[config.mk]
export PLATFORM = sky130hd
export DESIGN_NAME = fb_pingpong_ctrl
export DESIGN_NICKNAME = d
export VERILOG_FILES = /design/src/rtl/fb_pkg.sv /design/src/rtl/fb_pos_counter.sv /design/src/rtl/fb_pingpong_ctrl.sv
export SDC_FILE = /design/constraint.sdc
export NUM_CORES = 1
export LEC_CHECK = 0
export BUFFER_PORTS_ARGS = -buffer_cell sky130_fd_sc_hd__buf_4
export CAP_MARGIN = 20
export CORE_MARGIN = 2
export CORE_UTILIZATION = 50
export DETAILED_ROUTE_END_ITERATION = 16
export PLACE_DENSITY = 0.81
export SLEW_MARGIN = 20
export SYNTH_ARGS = -nofsm -noshare
export SYNTH_HDL_FRONTEND = slang
export SYNTH_SLANG_ARGS = --single-unit
[constraint.sdc]
create_clock -name rd_clk -period 2.52 [get_ports rd_clk]
set_input_delay 0.504 -clock rd_clk [delete_from_list [all_inputs] [get_ports rd_clk]]
set_output_delay 0.504 -clock rd_clk [all_outputs]
set_load 0.03 [all_outputs]
[src/rtl/fb_pkg.sv]
// Shared constants and types for the ping-pong frame-buffer controller.
// Holds the default frame geometry, pixel width and bank address width.
// Also provides a counter-width helper that the position counters use.
package fb_pkg;

    localparam int H_ACT     = 640;
    localparam int V_ACT     = 480;
    localparam int DW        = 16;
    localparam int AW        = 19;
    localparam int FRAME_PIX = H_ACT * V_ACT;

    typedef logic [DW-1:0] pixel_t;

    // Width of a counter that runs 0..n-1, with a minimum of one bit.
    function automatic int cnt_w(input int n);
        return (n > 1) ? $clog2(n) : 1;
    endfunction

endpackage

[src/rtl/fb_pos_counter.sv]
// Frame position counter: linear address plus line/column counters, with frame-start, end-of-line and last-pixel flags.
// Latency: flags and address are combinational from the current position; the position advances on the clock edge that sees adv.
// Backpressure: holds its position while adv is low; restart shows position 0 this cycle and, with adv, moves to position 1.
// Ports: clk/rst_n; adv steps the position; restart forces the current position to 0;
//        addr/sof/eol/last describe the current (restart-adjusted) position.
module fb_pos_counter
    import fb_pkg::*;
#(
    parameter int H_ACT = 640,
    parameter int V_ACT = 480,
    parameter int AW    = 19
) (
    input  logic          clk,
    input  logic          rst_n,
    input  logic          adv,
    input  logic          restart,
    output logic [AW-1:0] addr,
    output logic          sof,
    output logic          eol,
    output logic          last
);

    localparam int HW = cnt_w(H_ACT);
    localparam int VW = cnt_w(V_ACT);
    localparam logic [AW-1:0] LAST_ADDR = AW'(H_ACT * V_ACT - 1);
    localparam logic [HW-1:0] LAST_H    = HW'(H_ACT - 1);

    logic [AW-1:0] addr_q;
    logic [HW-1:0] h_q;
    logic [VW-1:0] v_q;

    logic [HW-1:0] h_cur;
    logic [VW-1:0] v_cur;

    logic [AW-1:0] addr_n;
    logic [HW-1:0] h_n;
    logic [VW-1:0] v_n;

    // A restart re-bases the current pixel at (0,0) so it is written to address 0.
    assign addr  = restart ? '0 : addr_q;
    assign h_cur = restart ? '0 : h_q;
    assign v_cur = restart ? '0 : v_q;

    assign sof  = (addr == '0);
    assign eol  = (h_cur == LAST_H);
    assign last = (addr == LAST_ADDR);

    always_comb begin
        addr_n = addr + AW'(1);
        h_n    = h_cur + HW'(1);
        v_n    = v_cur;
        if (last) begin
            addr_n = '0;
            h_n    = '0;
            v_n    = '0;
        end else if (eol) begin
            h_n = '0;
            v_n = v_cur + VW'(1);
        end
    end

    always_ff @(posedge clk or negedge rst_n) begin
        if (!rst_n) begin
            addr_q <= '0;
            h_q    <= '0;
            v_q    <= '0;
        end else if (adv) begin
            addr_q <= addr_n;
            h_q    <= h_n;
            v_q    <= v_n;
        end
    end

endmodule

[src/rtl/fb_pingpong_ctrl.sv]
// Ping-pong frame-buffer controller: producer fills the back bank while the LCD path streams the front bank.
// Latency: zero added read latency (pix_data is the combinational bank read); bank swaps and pulses are registered, one cycle after the deciding event.
// Backpressure: wr_ready drops while a finished back frame waits for a swap; pix_valid holds until the LCD path takes each pixel.
// Ports: wr_* producer pixel stream; mem_wr_*/mem_rd_* drive the two external banks (read is combinational);
//        pix_* LCD pixel stream with frame/line markers; swap_pulse/repeat_pulse report frame-boundary decisions.
module fb_pingpong_ctrl
    import fb_pkg::*;
#(
    parameter int H_ACT = 640,
    parameter int V_ACT = 480,
    parameter int DW    = 16,
    parameter int AW    = 19
) (
    input  logic          rd_clk,
    input  logic          rst_n,
    input  logic          wr_valid,
    output logic          wr_ready,
    input  logic [DW-1:0] wr_data,
    input  logic          wr_sof,
    output logic          mem_wr_en,
    output logic          mem_wr_bank,
    output logic [AW-1:0] mem_wr_addr,
    output logic [DW-1:0] mem_wr_data,
    output logic          mem_rd_bank,
    output logic [AW-1:0] mem_rd_addr,
    input  logic [DW-1:0] mem_rd_data,
    output logic          pix_valid,
    input  logic          pix_ready,
    output logic [DW-1:0] pix_data,
    output logic          pix_sof,
    output logic          pix_eol,
    output logic          swap_pulse,
    output logic          repeat_pulse
);

    logic front;
    logic front_valid;
    logic back_full;

    logic          wr_xfer;
    logic          rd_xfer;
    logic [AW-1:0] wr_addr;
    logic [AW-1:0] rd_addr;
    logic          wr_last;
    logic          rd_last;
    logic          rd_sof;
    logic          rd_eol;
    logic          wr_unused_sof;
    logic          wr_unused_eol;
    logic          wr_done;
    logic          rd_frame_end;

    assign wr_xfer = wr_valid && wr_ready;
    assign rd_xfer = pix_valid && pix_ready;

    // Write side: wr_sof on a valid pixel restarts the frame at address 0.
    fb_pos_counter #(.H_ACT(H_ACT), .V_ACT(V_ACT), .AW(AW)) u_wr_pos (
        .clk     (rd_clk),
        .rst_n   (rst_n),
        .adv     (wr_xfer),
        .restart (wr_valid && wr_sof),
        .addr    (wr_addr),
        .sof     (wr_unused_sof),
        .eol     (wr_unused_eol),
        .last    (wr_last)
    );

    fb_pos_counter #(.H_ACT(H_ACT), .V_ACT(V_ACT), .AW(AW)) u_rd_pos (
        .clk     (rd_clk),
        .rst_n   (rst_n),
        .adv     (rd_xfer),
        .restart (1'b0),
        .addr    (rd_addr),
        .sof     (rd_sof),
        .eol     (rd_eol),
        .last    (rd_last)
    );

    assign wr_ready    = ~back_full;
    assign mem_wr_en   = wr_xfer;
    assign mem_wr_bank = ~front;
    assign mem_wr_addr = wr_addr;
    assign mem_wr_data = wr_data;

    assign pix_valid   = front_valid;
    assign mem_rd_bank = front;
    assign mem_rd_addr = rd_addr;
    assign pix_data    = mem_rd_data;
    assign pix_sof     = front_valid && rd_sof;
    assign pix_eol     = front_valid && rd_eol;

    assign wr_done      = wr_xfer && wr_last;
    assign rd_frame_end = rd_xfer && rd_last;

    // Bank ownership. back_full cannot be set while it is already set
    // (wr_ready is low), so completion never collides with a swap clearing it.
    // A frame finishing in the same cycle as the reader's frame end is not
    // yet visible in back_full, so that boundary replays the front frame.
    always_ff @(posedge rd_clk or negedge rst_n) begin
        if (!rst_n) begin
            front        <= 1'b0;
            front_valid  <= 1'b0;
            back_full    <= 1'b0;
            swap_pulse   <= 1'b0;
            repeat_pulse <= 1'b0;
        end else begin
            swap_pulse   <= 1'b0;
            repeat_pulse <= 1'b0;
            if (wr_done) begin
                back_full <= 1'b1;
            end
            if (!front_valid && back_full) begin
                // First frame after reset: promote without waiting for a boundary.
                front       <= ~front;
                front_valid <= 1'b1;
                back_full   <= 1'b0;
                swap_pulse  <= 1'b1;
            end else if (rd_frame_end) begin
                if (back_full) begin
                    front      <= ~front;
                    back_full  <= 1'b0;
                    swap_pulse <= 1'b1;
                end else begin
                    repeat_pulse <= 1'b1;
                end
            end
        end
    end

endmodule

==> metrics.txt <==
# TYPE chip_impl_metric gauge
chip_impl_info{name="status",value="finished, final reports clean"} 1
chip_impl_metric{name="post_synth_edffs",unit=""} 0
chip_impl_metric{name="syn2layout_area_growth",unit="%"} 11.46
chip_impl_metric{name="final-setup-viol-count",unit=""} 0
chip_impl_metric{name="clock-sinks",unit=""} 53
chip_impl_metric{name="syn_avg_cell_area",unit="um^2"} 8.794
chip_impl_metric{name="worst_clock_skew",unit="ps"} 6.940
chip_impl_metric{name="vias_per_cell",unit=""} 5.842
chip_impl_metric{name="io_buffers",unit=""} 51
chip_impl_metric{name="timing.slew.headroom",unit="%"} 55.20
chip_impl_metric{name="antenna_found_initial",unit=""} 0
chip_impl_metric{name="final-hold-violation-count",unit=""} 0
chip_impl_metric{name="syn_inst",unit=""} 354
chip_impl_metric{name="crit_arrival",unit="ps"} 1910
chip_impl_info{name="grt_setup_unrepaired",value="false"} 1
chip_impl_metric{name="drv_slew",unit=""} 0
chip_impl_info{name="worstSetupPathType",value="reg -> out"} 1
chip_impl_info{name="cts_root_buffer",value="sky130_fd_sc_hd__clkbuf_8"} 1
chip_impl_info{name="post_synth_main_area_contributors",value="sky130_fd_sc_hd__dfrtp_1 43%, sky130_fd_sc_hd__buf_4 7.7%, sky130_fd_sc_hd__nand2_1 5.3%"} 1
chip_impl_info{name="crit_path_capture_type",value="output pin"} 1
chip_impl_metric{name="post-synth-top-area-fraction",unit="%"} 42.60
chip_impl_metric{name="drtAntennaViolNets",unit=""} 0
chip_impl_metric{name="vias",unit=""} 2617
chip_impl_metric{name="mappedNetlistArea",unit="um^2"} 3113
chip_impl_metric{name="initial_utilization",unit="%"} 52.27
chip_impl_metric{name="clkSlewWorstSetupHoldPaths",unit="ps"} 100
chip_impl_metric{name="globalplace.congestion",unit=""} 0.9398
chip_impl_metric{name="cts-buffers-inserted",unit=""} 5
chip_impl_metric{name="pre_cts_slack",unit="ps"} 133.3
chip_impl_metric{name="placeableCoreArea",unit="um^2"} 5956
chip_impl_metric{name="least_margin_pin_slew",unit="ps"} 671.9
chip_impl_metric{name="synth_nets",unit=""} 395
chip_impl_metric{name="htree_num_levels",unit=""} 2
chip_impl_metric{name="synth_warnings",unit=""} 0
chip_impl_metric{name="drt_pre_antenna_iters",unit=""} 5
chip_impl_metric{name="layout_setup_ws",unit="ps"} 110.4
chip_impl_metric{name="distinct_cells_synth",unit=""} 48
chip_impl_metric{name="postCtsSetupBuffers",unit=""} 0
chip_impl_info{name="dominantRegCellSynth",value="sky130_fd_sc_hd__dfrtp_1"} 1
chip_impl_metric{name="post-dp-hpwl",unit="um"} 5130
chip_impl_info{name="synthDominantAreaCellType",value="sky130_fd_sc_hd__dfrtp_1"} 1
chip_impl_metric{name="powerDensity",unit="nW/um^2"} 456.2
chip_impl_info{name="critical_path.startpoint_type",value="flop"} 1
chip_impl_metric{name="worst_ep_required_time",unit="ps"} 2020
chip_impl_metric{name="maximum_number_of_pins_on_one_net_before_global_route_repair",unit=""} 54
chip_impl_metric{name="fp-row-count",unit=""} 28
chip_impl_metric{name="ys_seq_elements",unit=""} 53
chip_impl_metric{name="path_max_fanout",unit=""} 6
chip_impl_metric{name="finish.instance_area",unit="um^2"} 3470
chip_impl_metric{name="nets",unit=""} 413
chip_impl_metric{name="dr.first_iter.drc_count",unit=""} 172
chip_impl_metric{name="cellLeakagePower",unit="nW"} 1.608
chip_impl_metric{name="chipWidth",unit="um"} 82.91
chip_impl_metric{name="drt_wl_total",unit="um"} 7111
chip_impl_metric{name="area_after_detailed_placement",unit="um^2"} 3382
chip_impl_info{name="hp-class",value="in -> async"} 1
chip_impl_metric{name="wl_per_cell",unit="um"} 15.87
chip_impl_metric{name="timing.fmax",unit="MHz"} 415.0
chip_impl_metric{name="total_gr_overflow",unit=""} 0
chip_impl_metric{name="cts_buffer_depth",unit=""} 2
chip_impl_metric{name="floorplan.die.height",unit="um"} 82.91
chip_impl_metric{name="timing.final.crit_share",unit="%"} 95.62
chip_impl_metric{name="num_antenna_cells",unit=""} 0
chip_impl_metric{name="cts_repair_resize_count",unit=""} 0
chip_impl_metric{name="drc_errors",unit=""} 0
chip_impl_info{name="tritoncts",value="built"} 1
chip_impl_metric{name="power.ir.vdd_worst",unit="uV"} 342.1
chip_impl_metric{name="wire_length_of_the_first_global_routing_pass",unit="um"} 12090
chip_impl_metric{name="yosysSeqAreaShare",unit="%"} 42.60
chip_impl_metric{name="ys_async_sr_fraction",unit="%"} 100.0
chip_impl_metric{name="io_pins",unit=""} 116
chip_impl_metric{name="first_global_vias",unit=""} 2518
chip_impl_metric{name="layout_min_cycle_time",unit="ps"} 2410
chip_impl_metric{name="maxCapViolations",unit=""} 0
chip_impl_metric{name="post_route_cells_drive_above_1_share",unit="%"} 20.91
chip_impl_metric{name="ctsHoldBuffers",unit=""} 0
chip_impl_metric{name="insertion_delay",unit="ps"} 310
chip_impl_metric{name="groute.usage.overall",unit="%"} 21.00
chip_impl_metric{name="floorplan.die_area",unit="um^2"} 6873
[cell usage after synthesis (3+ instances only)]
master	instances
sky130_fd_sc_hd__nand2_1	44
sky130_fd_sc_hd__clkbuf_1	11
sky130_fd_sc_hd__a21oi_1	8
sky130_fd_sc_hd__nor3_1	7
sky130_fd_sc_hd__o31ai_1	3
sky130_fd_sc_hd__nor4_1	12
sky130_fd_sc_hd__nand4_1	17
sky130_fd_sc_hd__ha_1	4
sky130_fd_sc_hd__buf_4	32
sky130_fd_sc_hd__nand3_1	13
sky130_fd_sc_hd__o21ai_0	19
sky130_fd_sc_hd__nor2_1	31
sky130_fd_sc_hd__inv_1	13
sky130_fd_sc_hd__and3_1	7
sky130_fd_sc_hd__a22o_1	3
sky130_fd_sc_hd__xor2_1	13
sky130_fd_sc_hd__and2_1	19
sky130_fd_sc_hd__dfrtp_1	53
sky130_fd_sc_hd__xnor2_1	10
[cell families (layout without fill, tap and decap cells)]
| kind of cell | after synthesis | count (layout) | share of synthesized area, % |
|---|---|---|---|
| buffers and inverters | 57 | 76 | 10.77 |
| and+or+nand+nor | 170 | 170 | 28.82 |
| AOI/OAI and AO/OA | 45 | 45 | 9.044 |
| adders and majority gates | 4 | 4 | 1.608 |
| xor gates and xnor gates | 23 | 23 | 6.471 |
| muxes | 2 | 2 | 0.6833 |
| DFF | 53 | 53 | 42.60 |
[placed cells by master, fill, tap and decap left out, types with 3 or more instances in the layout]
master	n
sky130_fd_sc_hd__o21ai_0	19
sky130_fd_sc_hd__and2_1	17
sky130_fd_sc_hd__a22o_1	3
sky130_fd_sc_hd__nor3_1	7
sky130_fd_sc_hd__o31ai_1	3
sky130_fd_sc_hd__buf_4	55
sky130_fd_sc_hd__and3_1	7
sky130_fd_sc_hd__nor4_1	12
sky130_fd_sc_hd__nand3_1	12
sky130_fd_sc_hd__nand4_1	17
sky130_fd_sc_hd__ha_1	3
sky130_fd_sc_hd__nand2_1	43
sky130_fd_sc_hd__nor2_1	31
sky130_fd_sc_hd__clkbuf_8	5
sky130_fd_sc_hd__xor2_1	13
sky130_fd_sc_hd__inv_1	13
sky130_fd_sc_hd__a21oi_1	8
sky130_fd_sc_hd__xnor2_1	10
sky130_fd_sc_hd__dfrtp_1	53
[flip-flops by register name (all words and copies together), names as in the netlist]
| name | flops |
|---|---|
| u_rd_pos.h_q | 10 |
| mem_rd_bank | 1 |
| u_wr_pos.addr_q | 19 |
| u_rd_pos.addr_q | 19 |
| swap_pulse | 1 |
| pix_valid | 1 |
| repeat_pulse | 1 |
| back_full | 1 |
[power by group]
| part | switching [W] | leakage [nW] | internal [W] | total (W) |
|---|---|---|---|---|
| logic | 0.000120 | 0.866 | 0.0000710 | 0.000191 |
| clock network | 0.000295 | 0.0374 | 0.000197 | 0.000492 |
| registers | 0.0000268 | 0.705 | 0.000873 | 0.000900 |
| total | 0.000442 | 1.61 | 0.00114 | 0.00158 |
[worst paths after layout]
check                                                start                         endpoint  slack, ps  cells after the start
max reg2reg                 u_rd_pos.addr_q[0]$_DFFE_PN0P_  u_rd_pos.addr_q[18]$_DFFE_PN0P_        300                      6
min in group rd_clk                    back_full$_DFF_PN0_           repeat_pulse$_DFF_PN0_        450                      1
min                                                  rst_n           repeat_pulse$_DFF_PN0_        230                      1
min reg2reg                            back_full$_DFF_PN0_           repeat_pulse$_DFF_PN0_        450                      1
max                        u_rd_pos.addr_q[12]$_DFFE_PN0P_                          pix_sof        110                      3
max in group asynchronous                            rst_n  u_wr_pos.addr_q[17]$_DFFE_PN0P_       1850                      1
[per-layer routing]
metal	wire length [um]	global-route usage (%)
met1	3069	27.63
met2	3472	34.02
met3	503	5.964
met4	66	5.812
met5	0	0
[worst max-delay path, stage by stage (launching register included)]
cell,delay [ps]
sky130_fd_sc_hd__dfrtp_1,470
sky130_fd_sc_hd__or4_1,610
sky130_fd_sc_hd__nor3_1,300
sky130_fd_sc_hd__buf_4,220
[through the flow]
step	cells	setup TNS [ps]	hold WS [ps]	total power (W)	util (%)
2_1_floorplan	354	-27.37	208.4	0.001125	-
3_3_place_gp	440	0	429.8	0.001104	56.79
3_5_place_dp	440	0	439.0	0.001109	56.79
4_1_cts	448	0	248.3	0.001592	58.26
5_1_grt	448	0	275.0	0.001648	58.26
6_report	448	0	228.3	0.001583	58.26
[cell type report]
type                            instances  area, um^2
Clock inverter                          2       15.01
Fill cell                             540        2486
Timing Repair Buffer                   55       412.9
Tap cell                               75       93.84
Inverter                               13       48.80
Clock buffer                            6       72.57
Multi-Input combinational cell        244        1500
Sequential cell                        53        1326
No activity file was read; power rests on OpenSTA's default activity.
